**config.mk**
```make
export PLATFORM = sky130hd
export DESIGN_NAME = serial_rx_fifo_ctl
export DESIGN_NICKNAME = d
export VERILOG_FILES = /design/src/rtl/serial_pkg.sv /design/src/rtl/serial_fifo.sv /design/src/rtl/serial_rx_fifo_ctl.sv
export SDC_FILE = /design/constraint.sdc
export NUM_CORES = 1
export LEC_CHECK = 0
export ABC_AREA = 1
export CAP_MARGIN = 30
export CORE_MARGIN = 2
export CORE_UTILIZATION = 32
export DETAILED_ROUTE_END_ITERATION = 16
export PLACE_DENSITY = 0.44
export SYNTH_ARGS = -nofsm -noshare
export SYNTH_HDL_FRONTEND = slang
export SYNTH_HIERARCHICAL = 1
export SYNTH_SLANG_ARGS = --single-unit
```
**constraint.sdc**
```tcl
create_clock -name CLK -period 3.2 [get_ports CLK]
set_clock_uncertainty 0.15 [all_clocks]
set_input_delay 0.8 -clock CLK [delete_from_list [all_inputs] [get_ports CLK]]
set_output_delay 0.8 -clock CLK [all_outputs]
set_load 0.02 [all_outputs]
```
**src/rtl/serial_pkg.sv**
```systemverilog
// Shared constants, FSM state type and baud divisor helper for the serial receiver.
package serial_pkg;

    localparam int PAR_NONE = 0;
    localparam int PAR_ODD  = 1;
    localparam int PAR_EVEN = 2;

    typedef enum logic [2:0] {
        ST_IDLE,
        ST_START,
        ST_DATA,
        ST_PARITY,
        ST_STOP,
        ST_WAIT_HIGH
    } rx_state_t;

    function automatic int div_of(input int clk_hz, input int baud_hz);
        return clk_hz / baud_hz;
    endfunction

endpackage

```
**src/rtl/serial_fifo.sv**
```systemverilog
// Small synchronous FIFO; on a push while full, a pop in the same cycle frees the slot first.
module serial_fifo #(
    parameter int WIDTH = 10,
    parameter int DEPTH = 4
) (
    input  logic             CLK,
    input  logic             RST,
    input  logic             push,
    input  logic             pop,
    input  logic [WIDTH-1:0] din,
    output logic             full,
    output logic             empty,
    output logic [WIDTH-1:0] dout
);
    localparam int PW = $clog2(DEPTH);

    logic [WIDTH-1:0] mem [DEPTH];
    logic [PW-1:0]    wr_ptr_reg;
    logic [PW-1:0]    rd_ptr_reg;
    logic [PW:0]      count_reg;
    logic             push_ok;
    logic             pop_ok;

    assign empty   = (count_reg == '0);
    assign full    = (count_reg == (PW+1)'(DEPTH));
    assign pop_ok  = pop && !empty;
    assign push_ok = push && (!full || pop_ok);
    // Head reads as zero when empty so the outputs have a defined reset value.
    assign dout    = empty ? '0 : mem[rd_ptr_reg];

    always_ff @(posedge CLK) begin
        if (push_ok)
            mem[wr_ptr_reg] <= din;
    end

    always_ff @(posedge CLK or negedge RST) begin
        if (!RST) begin
            wr_ptr_reg <= '0;
            rd_ptr_reg <= '0;
            count_reg  <= '0;
        end else begin
            if (push_ok)
                wr_ptr_reg <= wr_ptr_reg + 1'b1;
            if (pop_ok)
                rd_ptr_reg <= rd_ptr_reg + 1'b1;
            case ({push_ok, pop_ok})
                2'b10:   count_reg <= count_reg + 1'b1;
                2'b01:   count_reg <= count_reg - 1'b1;
                default: count_reg <= count_reg;
            endcase
        end
    end

endmodule

```
**src/rtl/serial_rx_fifo_ctl.sv**
```systemverilog
// UART receiver with synchroniser, 3-sample majority vote, parity/framing flags
// and an output FIFO with valid/ready handshake.
module serial_rx_fifo_ctl
    import serial_pkg::*;
#(
    parameter int CLK_FREQ   = 27_000_000,
    parameter int BAUD       = 115200,
    parameter int DATA_BITS  = 8,
    parameter int PARITY     = 0,
    parameter int STOP_BITS  = 1,
    parameter int FIFO_DEPTH = 4
) (
    input  logic                 CLK,
    input  logic                 RST,
    input  logic                 RXD,
    output logic [DATA_BITS-1:0] DATA,
    output logic                 PERR,
    output logic                 FERR,
    output logic                 VALID,
    input  logic                 READY,
    output logic                 OVERRUN,
    output logic                 BUSY
);
    localparam int DIV  = div_of(CLK_FREQ, BAUD);
    localparam int CW   = $clog2(DIV);
    localparam int BW   = $clog2(DATA_BITS + 1);
    localparam int HALF = DIV / 2;

    localparam logic [CW-1:0] CNT_S0   = CW'(HALF - 1);
    localparam logic [CW-1:0] CNT_S1   = CW'(HALF);
    localparam logic [CW-1:0] CNT_DEC  = CW'(HALF + 1);
    localparam logic [CW-1:0] CNT_LAST = CW'(DIV - 1);

    rx_state_t            state_reg;
    logic                 sync_meta_reg;
    logic                 rxs_reg;
    logic [CW-1:0]        cnt_reg;
    logic [BW-1:0]        bit_cnt_reg;
    logic                 smp0_reg;
    logic                 smp1_reg;
    logic [DATA_BITS-1:0] shift_reg;
    logic                 perr_reg;
    logic                 ferr_reg;

    logic                 bit_val;
    logic                 at_dec;
    logic                 at_wrap;
    logic                 last_stop;
    logic                 ferr_new;
    logic                 push;
    logic                 pop;
    logic                 fifo_full;
    logic                 fifo_empty;
    logic [DATA_BITS+1:0] fifo_din;
    logic [DATA_BITS+1:0] fifo_dout;

    always_ff @(posedge CLK or negedge RST) begin
        if (!RST) begin
            sync_meta_reg <= 1'b1;
            rxs_reg       <= 1'b1;
        end else begin
            sync_meta_reg <= RXD;
            rxs_reg       <= sync_meta_reg;
        end
    end

    // The third vote is the live sample taken on the decision cycle itself.
    assign bit_val   = (smp0_reg & smp1_reg) | (smp0_reg & rxs_reg) | (smp1_reg & rxs_reg);
    assign at_dec    = (cnt_reg == CNT_DEC);
    assign at_wrap   = (cnt_reg == CNT_LAST);
    assign last_stop = (bit_cnt_reg == BW'(STOP_BITS - 1));
    assign ferr_new  = ferr_reg | ~bit_val;
    assign push      = (state_reg == ST_STOP) && at_dec && last_stop;
    assign fifo_din  = {ferr_new, perr_reg, shift_reg};

    always_ff @(posedge CLK or negedge RST) begin
        if (!RST) begin
            state_reg   <= ST_IDLE;
            cnt_reg     <= '0;
            bit_cnt_reg <= '0;
            smp0_reg    <= 1'b1;
            smp1_reg    <= 1'b1;
            shift_reg   <= '0;
            perr_reg    <= 1'b0;
            ferr_reg    <= 1'b0;
        end else begin
            cnt_reg <= at_wrap ? '0 : cnt_reg + 1'b1;
            if (cnt_reg == CNT_S0)
                smp0_reg <= rxs_reg;
            if (cnt_reg == CNT_S1)
                smp1_reg <= rxs_reg;
            case (state_reg)
                ST_IDLE: begin
                    if (!rxs_reg) begin
                        cnt_reg     <= '0;
                        bit_cnt_reg <= '0;
                        perr_reg    <= 1'b0;
                        ferr_reg    <= 1'b0;
                        state_reg   <= ST_START;
                    end
                end
                ST_START: begin
                    if (at_dec && bit_val)
                        state_reg <= ST_IDLE;
                    else if (at_wrap)
                        state_reg <= ST_DATA;
                end
                ST_DATA: begin
                    if (at_dec) begin
                        shift_reg   <= {bit_val, shift_reg[DATA_BITS-1:1]};
                        bit_cnt_reg <= bit_cnt_reg + 1'b1;
                    end
                    if (at_wrap && bit_cnt_reg == BW'(DATA_BITS)) begin
                        bit_cnt_reg <= '0;
                        state_reg   <= (PARITY != PAR_NONE) ? ST_PARITY : ST_STOP;
                    end
                end
                ST_PARITY: begin
                    if (at_dec)
                        perr_reg <= (^shift_reg) ^ bit_val ^ (PARITY == PAR_ODD);
                    if (at_wrap)
                        state_reg <= ST_STOP;
                end
                ST_STOP: begin
                    // Leave at mid-stop so a slightly fast transmitter is still caught.
                    if (at_dec) begin
                        ferr_reg <= ferr_new;
                        if (last_stop)
                            state_reg <= rxs_reg ? ST_IDLE : ST_WAIT_HIGH;
                        else
                            bit_cnt_reg <= bit_cnt_reg + 1'b1;
                    end
                end
                ST_WAIT_HIGH: begin
                    if (rxs_reg)
                        state_reg <= ST_IDLE;
                end
                default: state_reg <= ST_IDLE;
            endcase
        end
    end

    assign pop     = VALID && READY;
    assign OVERRUN = push && fifo_full && !pop;
    assign VALID   = !fifo_empty;
    assign BUSY    = (state_reg != ST_IDLE);
    assign {FERR, PERR, DATA} = fifo_dout;

    serial_fifo #(
        .WIDTH(DATA_BITS + 2),
        .DEPTH(FIFO_DEPTH)
    ) u_fifo (
        .CLK  (CLK),
        .RST  (RST),
        .push (push),
        .pop  (pop),
        .din  (fifo_din),
        .full (fifo_full),
        .empty(fifo_empty),
        .dout (fifo_dout)
    );

endmodule

```
==> flow_summary.toml <==
[hold_path]
min_path_type = "flip-flop to flip-flop"
whs_path_depth = 0
worstHoldEndpoint = "rxs_reg$_DFF_PN1_"
hold_start = "sync_meta_reg$_DFF_PN1_"

[power]
p_comb_frac = 0.007
p_sw_mw = 0.443
clkPwrFrac = 0.502
ir_drop_mv = 0.327
p_total_mw = 2.09
sequentialPowerShare = 0.491
p_int_mw = 1.65
p_leak_nw = 2.10
p_per_area_mw_per_mm2 = 448
p_sw_frac = 0.212

[timing]
finalSetupViolCount = 0
hold_viol = 0
drv_slew = 0
worst_pin_slew_ns = 0.844
rsz0062_at_grt = "no"
slew-limit-headroom = 0.437
setup_tns_ns = 0
fmax_mhz = 335
layout_min_cycle_time_ns = 2.99
fin_crit_sh = 0.934

[detailed_routing]
wl_per_cell_um = 12.0
dr.pass1.iters = 4
vias = 2850
routed_wirelength_um = 7740
routed_via_density = 4.42
drt_iter0_drc = 94
ant_nets = 0
drcViolationCount = 0

[logic_synthesis]
ys_top_cells_by_count = "nand2_1, inv_1, nand3_1, edfxtp_1, dfrtp_1"
ys.flop_type = "edfxtp_1"
ys_types = 35
yosys_warnings = 6
syn_area_mm2 = 0.00395
synth_area_leaders = "edfxtp_1, dfrtp_1, nand2_1"
ys_seq_elements = 76
synth_top_area_share = 0.304
async_flop_share = 0.474
synth_nets = 475
yosys.cell_count.top_type = "nand2_1"
yosysTopAreaCell = "edfxtp_1"
syn_area_per_cell_um2 = 8.59
syn_inst = 459
ys_seq_area_frac = 0.534
synth_edf_count = 40

[clock_network]
cts_root_buffer = "clkbuf_16"
clock_latency_ns = 0.33
cts_tree = "built"
post_cts_buffers = 0
cts_sinks = 76
clkTransAtPathRegs_ns = 0.07
cts_hold_buf = 0
cts_max_path_buffers = 2
htreeDepth = 3
cts_buffers = 9

[finish]
diodes = 0
finalNonFillerCells = 645
area_growth_pct = 18.3
final_layout_size_suffix_gt1_frac = 0.110
fillCellCount = 1233
nNetsFinal = 509
largest_reg_flops = 40

[global_routing]
globalRouteOverflowTotal = 0
grt_pass1_wl_um = 13500
grt_util_all_layers = 0.130
antenna_found_initial = 0
grt_max_degree = 37
grt_pass1_vias = 2798

[floorplanning]
start_util = 0.328
dieArea_mm2 = 0.0132
core_mm2 = 0.0120
die_width_um = 115
ios = 17
die-height_um = 115
num_rows = 40

[worst_setup_path]
reg2reg_from = "u_fifo/count_reg[0]$_DFFE_PN0P_"
critPathMaxFanout = 21
ff2ff_path_depth = 15
rrSetupSlack_ns = 0.67
required_ns = 2.25
critPathKind = "flip-flop to output pin"
arrival_ns = 2.04
reg2reg_to = "u_fifo/count_reg[2]$_DFFE_PN0P_"
start_kind = "flip-flop"
cp-end-kind = "output pin"

[status]
outcome = "complete, no violations"

[job]
maxCapViolations = 0

[placed_design]
io_buffers = 16
dp_cells = 629
gp_congestion = 0.727
dp_hpwl_um = 5450
metrics by stage:
stage	utilization	area [um2]	hold WS, ns	setup slack (ns)
final	0.388	4670	0.207	0.211
after global routing	0.388	4670	0.215	0.0309
after CTS	0.388	4660	0.208	0.0827
after detailed placement	0.363	4350	0.198	0.133
after global placement	0.363	4350	0.197	0.153
after floorplan	-	3950	0.195	0.745
area by class of cell:
class | instances | area (um2) | area share
clock buffer | 9 | 225 | 0.0483
clock inverter | 7 | 82.6 | 0.0177
inverter | 92 | 345 | 0.0740
multi-input combinational | 283 | 1460 | 0.312
sequential | 76 | 2110 | 0.452
tap | 147 | 184 | 0.0394
timing repair buffer | 31 | 267 | 0.0571
per-layer routing:
metal,track usage,up-vias,part of all wire
met4,0.0410,0,0.011
met2,0.232,25,0.51
li1,-,1521,-
met5,0,-,0
met3,0.0211,8,0.023
met1,0.162,1296,0.46
worst max-delay path by stage:
stage | from | end | slack [ns] | depth (start not counted)
3_5_place_dp | READY | OVERRUN | 0.13 | 5
5_1_grt | u_fifo/rd_ptr_reg[0]$_DFFE_PN0P_ | DATA[2] | 0.03 | 6
4_1_cts | cnt_reg[0]$_DFF_PN0_ | OVERRUN | 0.08 | 9
2_1_floorplan | cnt_reg[0]$_DFF_PN0_ | u_fifo/count_reg[1]$_DFFE_PN0P_ | 0.74 | 11
3_3_place_gp | READY | OVERRUN | 0.15 | 5
6_report | u_fifo/rd_ptr_reg[0]$_DFFE_PN0P_ | PERR | 0.21 | 6
power by group through the flow:
| stage | Clock, mW | Sequential (mW) | Combinational [mW] |
|---|---|---|---|
| finish | 1.05 | 1.03 | 0.0137 |
| global route | 1.13 | 1.03 | 0.0167 |
| CTS | 1.09 | 1.03 | 0.0151 |
| detailed placement | 0 | 1.05 | 0.0150 |
| global placement | 0 | 1.05 | 0.0148 |
| floorplan | 0 | 1.04 | 0.00336 |
cells in the final DEF, fill, tap and decap left out, types with 3 or more instances in the layout:
master and instances:
inv_1 88, nand4_1 5, o21ai_1 5, nor2_1 23
xor2_1 4, inv_6 3, clkdlybuf4s50_1 14, ha_1 11
a21oi_1 15, nand2_2 4, xnor2_1 4, o21ai_0 13
inv_2 3, edfxtp_1 40, buf_4 15, dfstp_2 4
nand2_1 128, nor3_1 6, dfrtp_1 32, clkbuf_16 9
o21bai_1 3, nand3_1 43
kinds of logic after synthesis:
group                      share of synthesized area
AOI/OAI and AO/OA                             0.0577
and+or+nand+nor                                0.249
muxes                                        0.00285
buffers and inverters                         0.0983
xor gates and xnor gates                      0.0178
DFF                                            0.534
adders and majority gates                     0.0400
critical path, cell delays in order (launching register included):
cell and delay (ns):
dfrtp_1 0.34, buf_4 0.18, inv_2 0.18, nand2_1 0.12
nand3_1 0.07, a21oi_1 0.18, clkdlybuf4s50_1 0.64
what timing repair did:
| item | 4_1_cts | 5_1_grt |
|---|---|---|
| endpoints found under the setup margin | 1 | 1 |
| resized for setup | 1 | 1 |
| gates cloned | 0 | 0 |
Power figures use the tool's default switching activity.
